--- src/rtl/dmem_arbiter.sv ---
// Round-robin arbiter and fixed-latency access sequencer for the shared data memory.
// The CPU MEM stage and the debug/loader port are serialised; the CPU is stalled until its access is in DONE.
module dmem_arbiter #(
    parameter int ADDR_W  = 5,
    parameter int MEM_LAT = 2,
    parameter int CNT_W   = 32
) (
    input  logic              clk_i,
    input  logic              rst_i,
    input  logic              cpu_req_i,
    input  logic              cpu_we_i,
    input  logic [ADDR_W-1:0] cpu_addr_i,
    input  logic [31:0]       cpu_wdata_i,
    output logic [31:0]       cpu_rdata_o,
    output logic              cpu_stall_o,
    input  logic              dbg_req_i,
    input  logic              dbg_we_i,
    input  logic [ADDR_W-1:0] dbg_addr_i,
    input  logic [31:0]       dbg_wdata_i,
    output logic [31:0]       dbg_rdata_o,
    output logic              dbg_ack_o,
    output logic              mem_en_o,
    output logic              mem_we_o,
    output logic [ADDR_W-1:0] mem_addr_o,
    output logic [31:0]       mem_wdata_o,
    input  logic [31:0]       mem_rdata_i,
    output logic [CNT_W-1:0]  stall_cnt_o
);

    localparam logic [1:0] S_IDLE   = 2'd0;
    localparam logic [1:0] S_ACCESS = 2'd1;
    localparam logic [1:0] S_DONE   = 2'd2;

    localparam logic OWN_CPU = 1'b0;
    localparam logic OWN_DBG = 1'b1;

    localparam int               LAT_W    = (MEM_LAT > 1) ? $clog2(MEM_LAT) : 1;
    localparam logic [LAT_W-1:0] LAT_LAST = LAT_W'(MEM_LAT - 1);
    localparam logic [ADDR_W-1:0] WORD_MASK = ~(ADDR_W'(3));

    logic [1:0]        state_q, state_d;
    logic              owner_q, owner_d;
    logic              last_q, last_d;
    logic              we_q, we_d;
    logic [ADDR_W-1:0] addr_q, addr_d;
    logic [31:0]       wdata_q, wdata_d;
    logic [LAT_W-1:0]  lat_q, lat_d;
    logic [31:0]       cpu_rdata_q, cpu_rdata_d;
    logic [31:0]       dbg_rdata_q, dbg_rdata_d;
    logic [CNT_W-1:0]  stall_cnt_q, stall_cnt_d;

    logic              grant_dbg;
    logic              final_cycle;

    // On a tie the requester that did not win last time is served.
    assign grant_dbg   = dbg_req_i && (!cpu_req_i || (last_q == OWN_CPU));
    assign final_cycle = (state_q == S_ACCESS) && (lat_q == LAT_LAST);

    always_comb begin
        state_d     = state_q;
        owner_d     = owner_q;
        last_d      = last_q;
        we_d        = we_q;
        addr_d      = addr_q;
        wdata_d     = wdata_q;
        lat_d       = lat_q;
        cpu_rdata_d = cpu_rdata_q;
        dbg_rdata_d = dbg_rdata_q;
        stall_cnt_d = stall_cnt_q;

        case (state_q)
            S_IDLE: begin
                if (cpu_req_i || dbg_req_i) begin
                    owner_d = grant_dbg;
                    last_d  = grant_dbg;
                    we_d    = grant_dbg ? dbg_we_i : cpu_we_i;
                    addr_d  = (grant_dbg ? dbg_addr_i : cpu_addr_i) & WORD_MASK;
                    wdata_d = grant_dbg ? dbg_wdata_i : cpu_wdata_i;
                    lat_d   = '0;
                    state_d = S_ACCESS;
                end
            end
            S_ACCESS: begin
                if (final_cycle) begin
                    if (!we_q) begin
                        if (owner_q == OWN_DBG) dbg_rdata_d = mem_rdata_i;
                        else                    cpu_rdata_d = mem_rdata_i;
                    end
                    state_d = S_DONE;
                end else begin
                    lat_d = lat_q + 1'b1;
                end
            end
            S_DONE:  state_d = S_IDLE;
            default: state_d = S_IDLE;
        endcase

        if (cpu_stall_o && (stall_cnt_q != '1)) begin
            stall_cnt_d = stall_cnt_q + 1'b1;
        end
    end

    always_ff @(posedge clk_i or posedge rst_i) begin
        if (rst_i) begin
            state_q     <= S_IDLE;
            owner_q     <= OWN_CPU;
            last_q      <= OWN_DBG;
            we_q        <= 1'b0;
            addr_q      <= '0;
            wdata_q     <= '0;
            lat_q       <= '0;
            cpu_rdata_q <= '0;
            dbg_rdata_q <= '0;
            stall_cnt_q <= '0;
        end else begin
            state_q     <= state_d;
            owner_q     <= owner_d;
            last_q      <= last_d;
            we_q        <= we_d;
            addr_q      <= addr_d;
            wdata_q     <= wdata_d;
            lat_q       <= lat_d;
            cpu_rdata_q <= cpu_rdata_d;
            dbg_rdata_q <= dbg_rdata_d;
            stall_cnt_q <= stall_cnt_d;
        end
    end

    // Stall is masked during reset so every output reads zero while rst_i is high.
    assign cpu_stall_o = cpu_req_i && !rst_i && !((state_q == S_DONE) && (owner_q == OWN_CPU));
    assign dbg_ack_o   = (state_q == S_DONE) && (owner_q == OWN_DBG);
    assign mem_en_o    = (state_q == S_ACCESS);
    assign mem_we_o    = final_cycle && we_q;
    assign mem_addr_o  = mem_en_o ? addr_q : '0;
    assign mem_wdata_o = mem_en_o ? wdata_q : '0;
    assign cpu_rdata_o = cpu_rdata_q;
    assign dbg_rdata_o = dbg_rdata_q;
    assign stall_cnt_o = stall_cnt_q;

endmodule
--- config.mk ---
export PLATFORM = sky130hd
export DESIGN_NAME = dmem_arbiter
export DESIGN_NICKNAME = d
export VERILOG_FILES = /design/src/rtl/dmem_arbiter.sv
export SDC_FILE = /design/constraint.sdc
export NUM_CORES = 1
export LEC_CHECK = 0
export ABC_CLOCK_PERIOD_IN_PS = 14800
export BUFFER_PORTS_ARGS = -buffer_cell sky130_fd_sc_hd__clkbuf_2
export CAP_MARGIN = 25
export CORE_MARGIN = 2
export CORE_UTILIZATION = 52
export CTS_CLUSTER_SIZE = 25
export DETAILED_ROUTE_END_ITERATION = 16
export GPL_TIMING_DRIVEN = 0
export PLACE_DENSITY = 0.85
export SLEW_MARGIN = 10
export SYNTH_ARGS = -nofsm -noshare
export SYNTH_HDL_FRONTEND = slang
export SYNTH_SLANG_ARGS = --single-unit
--- constraint.sdc ---
create_clock -name clk_i -period 14.8 [get_ports clk_i]
set_input_delay 1.48 -clock clk_i [delete_from_list [all_inputs] [get_ports clk_i]]
set_output_delay 1.48 -clock clk_i [all_outputs]
set_load 0.01 [all_outputs]
Yosys cells after proc, flatten, opt, wreduce, memory -nomap -nowiden
Index checks and enable logic that the tools add are counted.
Widths: inputs -> output; s select.
{ "totals": {"regBits": 137, "latch_bits": 0, "ramBits": 0, "romBits": 0, "in_bits": 112, "out_inout_bits": 137, "word_cells": 52, "n_memories": 0} }
{ "classes": {"n_addsub": 2, "n_mul": 0, "div": 0, "order_cmp": 0, "n_eq_ne": 6, "n_shift": 0, "muxes": 11, "bitwise": 3, "n_reduce_logical": 20} }
{ "op_table": {"columns": ["op", "n"], "rows": [
  ["$mux 32", 2],
  ["$add 32x1->32 const B", 1],
  ["$ne 32x32->1 const B", 1],
  ["$mux 5", 2],
  ["$logic_and 1x1->1", 8],
  ["$reduce_and 4->1", 2],
  ["$mux 2", 2],
  ["$ne 2x2->1 const B", 2],
  ["$pmux 2 s2", 1],
  ["$reduce_and 2->1", 2],
  ["$logic_not 1->1", 3],
  ["$mux 1", 3],
  ["$not 1->1", 3],
  ["$reduce_and 3->1", 1],
  ["$eq 2x1->1 const B", 1],
  ["$eq 2x2->1 const B", 1],
  ["$logic_not 2->1", 1],
  ["$logic_or 1x1->1", 2],
  ["$ne 2x1->1 const B", 1],
  ["$pmux 1 s2", 1],
  ["$reduce_bool 2->1", 1],
  ["$add 1x1->1 const B", 1]
]} }

Logic depth before layout (Yosys ltp)
Gate-level depths: netlist of run 1.
{ "depth": {"word_depth": 5, "depth_mapped": 8, "depth_no_buf": 6} }

Worst setup path after synthesis of run 1
Ideal clock, no wire load.
{ "synth_path": {"path_kind": "input-to-output", "startpoint": "input rst_i", "endpoint": "output cpu_stall_o", "t_arrival_ns": 5.445, "required_ns": 13.320, "path_slack_ns": 7.875, "cell_stages": 3, "path_buffers": 0, "path_cell_list": "inv_1 nand3b_1 inv_2"} }
{ "synth_between": {"elab_chain_len": 3} }
{ "synth_rtl": {"columns": ["item", "line_no", "text"], "rows": [
  ["start, declared", "9", "input logic rst_i,"],
  ["$logic_not 1->1", "130", "assign cpu_stall_o = cpu_req_i && !rst_i && !((state_q == S_DONE) && (owner_q == OWN_CPU));"],
  ["$logic_and 1x1->1 (2 in a row)", "130", null],
  ["end, declared", "15", "output logic cpu_stall_o,"]
]} }
Every way passes these cells.

Worst setup path in the final report of run 1
Ends and elaborated chain as after synthesis.

==> qor.txt, run 1 <==
htree depth: 4
status: finished clean
sequential element share of the synthesized area: 0.565
Synth top area share: 0.561
reg2reg path depth: 8
RSZ-0062 raised after global routing: no
Setup violations, final: 0
Synth Area in Simple Gates: 0.142
dominant cell type by area after synthesis: dfrtp_1
Rel. slew slack: 0.461
die area: 12500 um^2
core area: 11400 um^2
# diodes: 0
DRT Pass-1 Iters: 4
Ports: 249
sequential fraction of design power: 0.377
port bufs: 242
post-cts resize count: 0
Starting Density: 0.531
Vias/cell: 5.30
minimum clock period: 4.76 ns
chip width: 112 um
Power Density: 203 nW/um^2
VDD IR max: 0.124 mV
net switching power: 554 uW
worst flop-to-flop path startpoint: stall_cnt_o[0]
clk sinks: 137
NumNets Final: 885
Area growth syn-to-layout: 33.9%
post-route setup TNS: 0 ns
site row count: 39
Sequential cell area: 3430 um^2
Vias: 4923
fmax: 210 MHz
syn avg cell area: 11.9 um^2
hold buffer count at CTS: 0
critical path required time: 13.32 ns
Num CTS Buffers: 17
flop2flop setup slack: 12.38 ns
Yosys warning total: 0
cell mode on critical path: clkbuf_2
CP cell instances: clkbuf_2 -> inv_6 -> buf_16 -> nand3b_1 -> inv_2 -> clkbuf_2
asr flop ratio synth: 1.00
Net Sw Frac: 0.337
multiplexer share of the synthesized area: 0.187
Post-Route Skew: 0.00820 ns
worst slew pin tran: 0.803 ns
crit path capture: cpu_stall_o
main combinational cell family by area after synthesis: multiplexers
wirelength, routed: 15.2 mm
Hold Crit Class: reg2reg
Layout fillers: 837
CTS tree: done
Max Cap Viol: 0
Top FF cell, synth: dfrtp_1
Unique masters post-synth: 38
Crit Path Class: in2out
slowest CP cell: inv_6
first-pass GRT wire length: 25.2 mm
die height: 112 um
max-slew violations: 0
# placed instances: 896
Worst-path clk slew: 0.06 ns
root buf cell: clkbuf_16
overall routing resource usage: 0.253
fin crit share: 0.322
Routed Antenna Nets: 0
vias in the first global route: 5159
Worst Setup SP: rst_i
end of the worst register-to-register path: stall_cnt_o[12]
Post-Syn Instances: 509
wire length per cell: 16.4 um
count leader, synth: dfrtp_1
synthesized cell area: 6070 um^2
RePlAce Congestion: 0.845
area of the multi-input gates: 2480 um^2
most frequent cells after synthesis: 136 x dfrtp_1, 69 x mux2_2, 52 x nand2_1
Comb pwr share: 0.353
CP Capture Type: primary output
CP peak stage delay: 0.41 ns
Pleak: 0.00416 uW
Clock Path Buffers: 2
clk_lat worst skew: 0.41 ns
crit path launch type: primary input
Final HPWL DP: 11.3 mm
Residual DRC: 0
final hold vios: 0
largest cells by area after synthesis: dfrtp_1 56%, mux2_2 13%, mux2i_1 5.9%
Post-Synth XOR/XNOR Area: 0.0419
GRT overflow: 0
Int Pwr: 1090 uW
layout cell share with drive strength beyond 1: 0.459
largest net degree at the start of global routing: 77
CP arrival: 3.28 ns
clock share of power: 0.270
CP max FO: 76
fin cells: 928
post-synthesis adder-cell area fraction: 0.00206
count of state elements after synthesis: 137
postcts setup bufs: 0
Compound-Gate Fraction of Synth Area: 0.0346
Starting DRT DRC Count: 283
Post-synth EDFFs: 0
initial antenna violation count: 0
[metrics by stage]
step	power, uW	utilization	instance area, um^2	hold WS [ns]	setup WS, ns
after floorplan	956	-	6070	0.442	7.88
after global placement	1180	0.654	7460	0.453	6.23
after detailed placement	1210	0.656	7490	0.462	9.98
after CTS	1660	0.711	8120	0.475	9.99
after global routing	1750	0.711	8120	0.490	9.77
final	1650	0.711	8120	0.472	10.04
[area by class of cell]
type                            count  area share
Sequential cell                   137       0.422
Multi-Input combinational cell    339       0.306
Timing Repair Buffer              243       0.152
Clock buffer                       20      0.0562
Tap cell                          143      0.0220
Clock inverter                     12      0.0211
Buffer                             28      0.0168
Inverter                            6     0.00339
[critical path: cells and delay by family]
kind	cells	cell delay [ns]
buffers and inverters	5	1.34
and+or+nand+nor	1	0.37
[layout by cell type (no fill, tap or decap), types with 3 or more instances in the layout]
master | netlist | routed
buf_2 | 7 | 7
and2_1 | 36 | 36
nor4_1 | 13 | 13
clkbuf_1 | 13 | 14
clkinv_2 | 0 | 4
clkinvlp_4 | 0 | 3
clkbuf_16 | 0 | 17
inv_1 | 5 | 4
nor2_1 | 8 | 8
mux2_2 | 69 | 69
clkbuf_2 | 0 | 242
or3_1 | 5 | 5
bufinv_16 | 0 | 4
nand3_1 | 10 | 10
nor3_1 | 13 | 13
nand4_1 | 10 | 10
nand2_1 | 52 | 52
mux2i_1 | 36 | 36
buf_1 | 4 | 4
xnor2_1 | 4 | 4
dfrtp_1 | 136 | 136
xor2_1 | 25 | 25
o21ai_0 | 38 | 38
[state kept, by name, indices dropped and copies added, names as in the netlist]
signal	count
addr_q	3
cpu_rdata_o	32
dbg_rdata_o	32
last_q	1
lat_q	1
owner_q	1
stall_cnt_o	32
state_q	2
wdata_q	32
we_q	1
[routing by layer]
metal / up-vias / track usage / part of all wire
li1: 2290 / - / -
met1: 2373 / 0.300 / 0.39
met2: 235 / 0.450 / 0.52
met3: 25 / 0.0572 / 0.063
met4: 0 / 0.0959 / 0.023
met5: - / 0 / 0
[power groups by stage]
stage,clock [uW],sequential (uW),combinational [uW]
2_1_floorplan,0,654,302
3_3_place_gp,0,614,565
3_5_place_dp,0,625,586
4_1_cts,452,621,591
5_1_grt,471,641,638
6_report,445,621,582
[how the worst min path moves through the flow]
stage	from	end	slack (ns)	cells past startpoint
4_1_cts	wdata_q[12]	wdata_q[12]	0.48	2
3_5_place_dp	wdata_q[12]	wdata_q[12]	0.46	2
2_1_floorplan	addr_q[2]	addr_q[2]	0.44	2
3_3_place_gp	wdata_q[2]	wdata_q[2]	0.45	2
5_1_grt	wdata_q[17]	wdata_q[17]	0.49	2
6_report	addr_q[2]	addr_q[2]	0.47	2
[cells by family (layout without fill, tap and decap cells)]
| logic type | count (synthesis) | count (layout) |
|---|---|---|
| other | 1 | 2 |
| muxes | 105 | 105 |
| and+or+nand+nor | 161 | 161 |
| xor gates and xnor gates | 29 | 29 |
| buffers and inverters | 34 | 309 |
| AOI/OAI and AO/OA | 41 | 41 |
| DFF | 137 | 137 |
| adders and majority gates | 1 | 1 |
No activity file was read; power rests on OpenSTA's default activity.
==> run 2, diff against run 1 <==
--- a/config.mk
+++ b/config.mk
@@ -5,15 +5,15 @@
 export SDC_FILE = /design/constraint.sdc
 export NUM_CORES = 1
 export LEC_CHECK = 0
-export ABC_CLOCK_PERIOD_IN_PS = 14800
+export ABC_CLOCK_PERIOD_IN_PS = 4200
 export BUFFER_PORTS_ARGS = -buffer_cell sky130_fd_sc_hd__clkbuf_2
 export CAP_MARGIN = 25
 export CORE_MARGIN = 2
-export CORE_UTILIZATION = 52
+export CORE_UTILIZATION = 44
 export CTS_CLUSTER_SIZE = 25
 export DETAILED_ROUTE_END_ITERATION = 16
 export GPL_TIMING_DRIVEN = 0
-export PLACE_DENSITY = 0.85
+export PLACE_DENSITY = 0.77
 export SLEW_MARGIN = 10
 export SYNTH_ARGS = -nofsm -noshare
 export SYNTH_HDL_FRONTEND = slang
==> constraint.sdc (replaced) <==
create_clock -name clk_i -period 4.2 [get_ports clk_i]
set_input_delay 0.42 -clock clk_i [delete_from_list [all_inputs] [get_ports clk_i]]
set_output_delay 0.42 -clock clk_i [all_outputs]
set_load 0.01 [all_outputs]
==> qor.txt, run 2 (synthesized netlist as in run 1, its figures left out) <==
Max Cap Viol: 0 (unchanged)
Residual DRC: 0 (unchanged)
Starting DRT DRC Count: 214 (-24%)
flop2flop setup slack: 1.84 ns (-10.54 ns)
Pleak: 0.00417 uW (+0.37%)
CP Capture Type: primary output
most frequent cells in the layout: 242 x clkbuf_2, 136 x dfrtp_1, 69 x mux2_2, 52 x nand2_1, 38 x o21ai_0
post-cts resize count: 0 (unchanged)
leading cell type in the layout, fill and taps excluded: clkbuf_2
Worst Setup SP: rst_i
port bufs: 242 (unchanged)
Setup violations, final: 0 (unchanged)
first-pass GRT wire length: 24.3 mm (-3.7%)
Starting Density: 0.455 (-0.0768)
worst setup margin: 1.35 ns (-8.68 ns)
Ports: 249 (unchanged)
crit path capture: cpu_stall_o
clk sinks: 137 (unchanged)
Vias: 4930 (+0.14%)
RePlAce Congestion: 0.848 (+0.38%)
overall routing resource usage: 0.213 (-0.0397)
core area: 13300 um^2 (+17%)
postcts setup bufs: 0 (unchanged)
Final HPWL DP: 11.8 mm (+4.1%)
sequential fraction of design power: 0.378 (about the same)
end of the worst register-to-register path: stall_cnt_o[11]
NumNets Final: 887 (+0.23%)
Sequential cell area: 3430 um^2 (unchanged)
Hold Crit Class: in2async
Worst-path clk slew: 0.05 ns (about the same)
net switching power: 1950 uW (+250%)
GRT overflow: 0 (unchanged)
Net Sw Frac: 0.335 (-0.00171)
clock share of power: 0.270 (about the same)
Vias/cell: 5.12 (-3.4%)
die height: 121 um (+8.4%)
worst slew pin tran: 0.871 ns (+0.0678 ns)
worst flop-to-flop path startpoint: stall_cnt_o[0]
wirelength, routed: 15.5 mm (+1.9%)
reg2reg path depth: 8 (unchanged)
Post-Route Skew: 0.00729 ns (-0.000909 ns)
Layout fillers: 1114 (+33%)
DR WL met3: 1.08 mm (+12%)
Max Used Layer: met4
minimum clock period: 2.85 ns
Comb pwr share: 0.352 (about the same)
DRT met1 WL: 6.21 mm (+4.6%)
VDD IR max: 0.340 mV (+180%)
vias in the first global route: 4939 (-4.3%)
final hold vios: 0 (unchanged)
fin crit share: 0.678
clk_lat worst skew: 0.42 ns (about the same)
die area: 14700 um^2 (+18%)
CP max FO: 39 (-49%)
status: finished clean
hold buffer count at CTS: 0 (unchanged)
area of the multi-input gates: 2480 um^2 (unchanged)
Area growth syn-to-layout: 35.1%
RSZ-0062 raised after global routing: no
Post-Place Setup Slack: 1.14 ns (-8.84 ns)
htree depth: 4 (unchanged)
Num CTS Buffers: 17 (unchanged)
largest net degree at the start of global routing: 41 (-47%)
wire length per cell: 16.1 um (-1.7%)
critical path required time: 3.78 ns (-9.54 ns)
max-slew violations: 0 (unchanged)
crit path launch type: primary input
initial antenna violation count: 0 (unchanged)
CP arrival: 2.43 ns (-0.85 ns)
Crit Path Class: in2out
# placed instances: 931 (+3.9%)
Int Pwr: 3870 uW (+250%)
root buf cell: clkbuf_16
met2 routed WL: 7.89 mm (-1.0%)
chip width: 121 um (+8.4%)
layout cell share with drive strength beyond 1: 0.457 (-0.00186)
# diodes: 0 (unchanged)
site row count: 42 (+7.7%)
Power Density: 710 nW/um^2 (+250%)
Clock Path Buffers: 2 (unchanged)
Rel. slew slack: 0.415 (-0.0455)
Util after Layout: 0.614 (-0.0974)
DRT Pass-1 Iters: 4 (unchanged)
CTS tree: done
fin cells: 962 (+3.7%)
fmax: 351 MHz
Routed Antenna Nets: 0 (unchanged)
==> run 2: metrics by stage <==
step	power, uW	hold WS, ns	area (um^2)	TNS [ns]
after floorplan	3370	0.442	6080	0
after global placement	4180	0.456	7510	-30.96
after CTS	5880	0.159	8200	0
after global routing	6170	0.200	8200	0
final	5820	0.143	8200	0
after detailed placement	4290	0.462	7570	0
==> run 2: worst min path at each step <==
| stage | to | slack (ns) | startpoint |
|---|---|---|---|
| 3_3_place_gp | wdata_q[11] | 0.46 | wdata_q[11] |
| 5_1_grt | cpu_rdata_o[14] | 0.20 | rst_i |
| 4_1_cts | cpu_rdata_o[14] | 0.16 | rst_i |
| 2_1_floorplan | addr_q[2] | 0.44 | addr_q[2] |
| 3_5_place_dp | addr_q[3] | 0.46 | addr_q[3] |
| 6_report | cpu_rdata_o[14] | 0.14 | rst_i |
==> run 2: power groups by stage <==
stage	combinational (uW)	sequential, uW	clock, uW
global route	2250	2250	1660
floorplan	1070	2300	0
detailed placement	2080	2210	0
finish	2050	2200	1570
global placement	2020	2160	0
CTS	2090	2190	1590
==> run 2: routing by layer <==
layer  track usage  vias to the layer above
li1              -                     2291
met3        0.0503                       27
met4        0.0898                        0
met2         0.370                      222
met1         0.252                     2390
met5             0                        -
==> run 2: critical path, stage by stage <==
cell and delay (ns):
clkbuf_2 0.10, clkinvlp_4 0.64, buf_12 0.45, nand3b_1 0.39, inv_2 0.19, clkbuf_2 0.17
==> run 2: layout make-up <==
cell class,instances,area share
plain buffers,28,0.0166
clock buffers,23,0.0583
clock inverters,8,0.0174
inverters,6,0.00321
multi-input cells,339,0.303
flip-flops and latches,137,0.418
well taps,176,0.0269
repair buffers,245,0.156
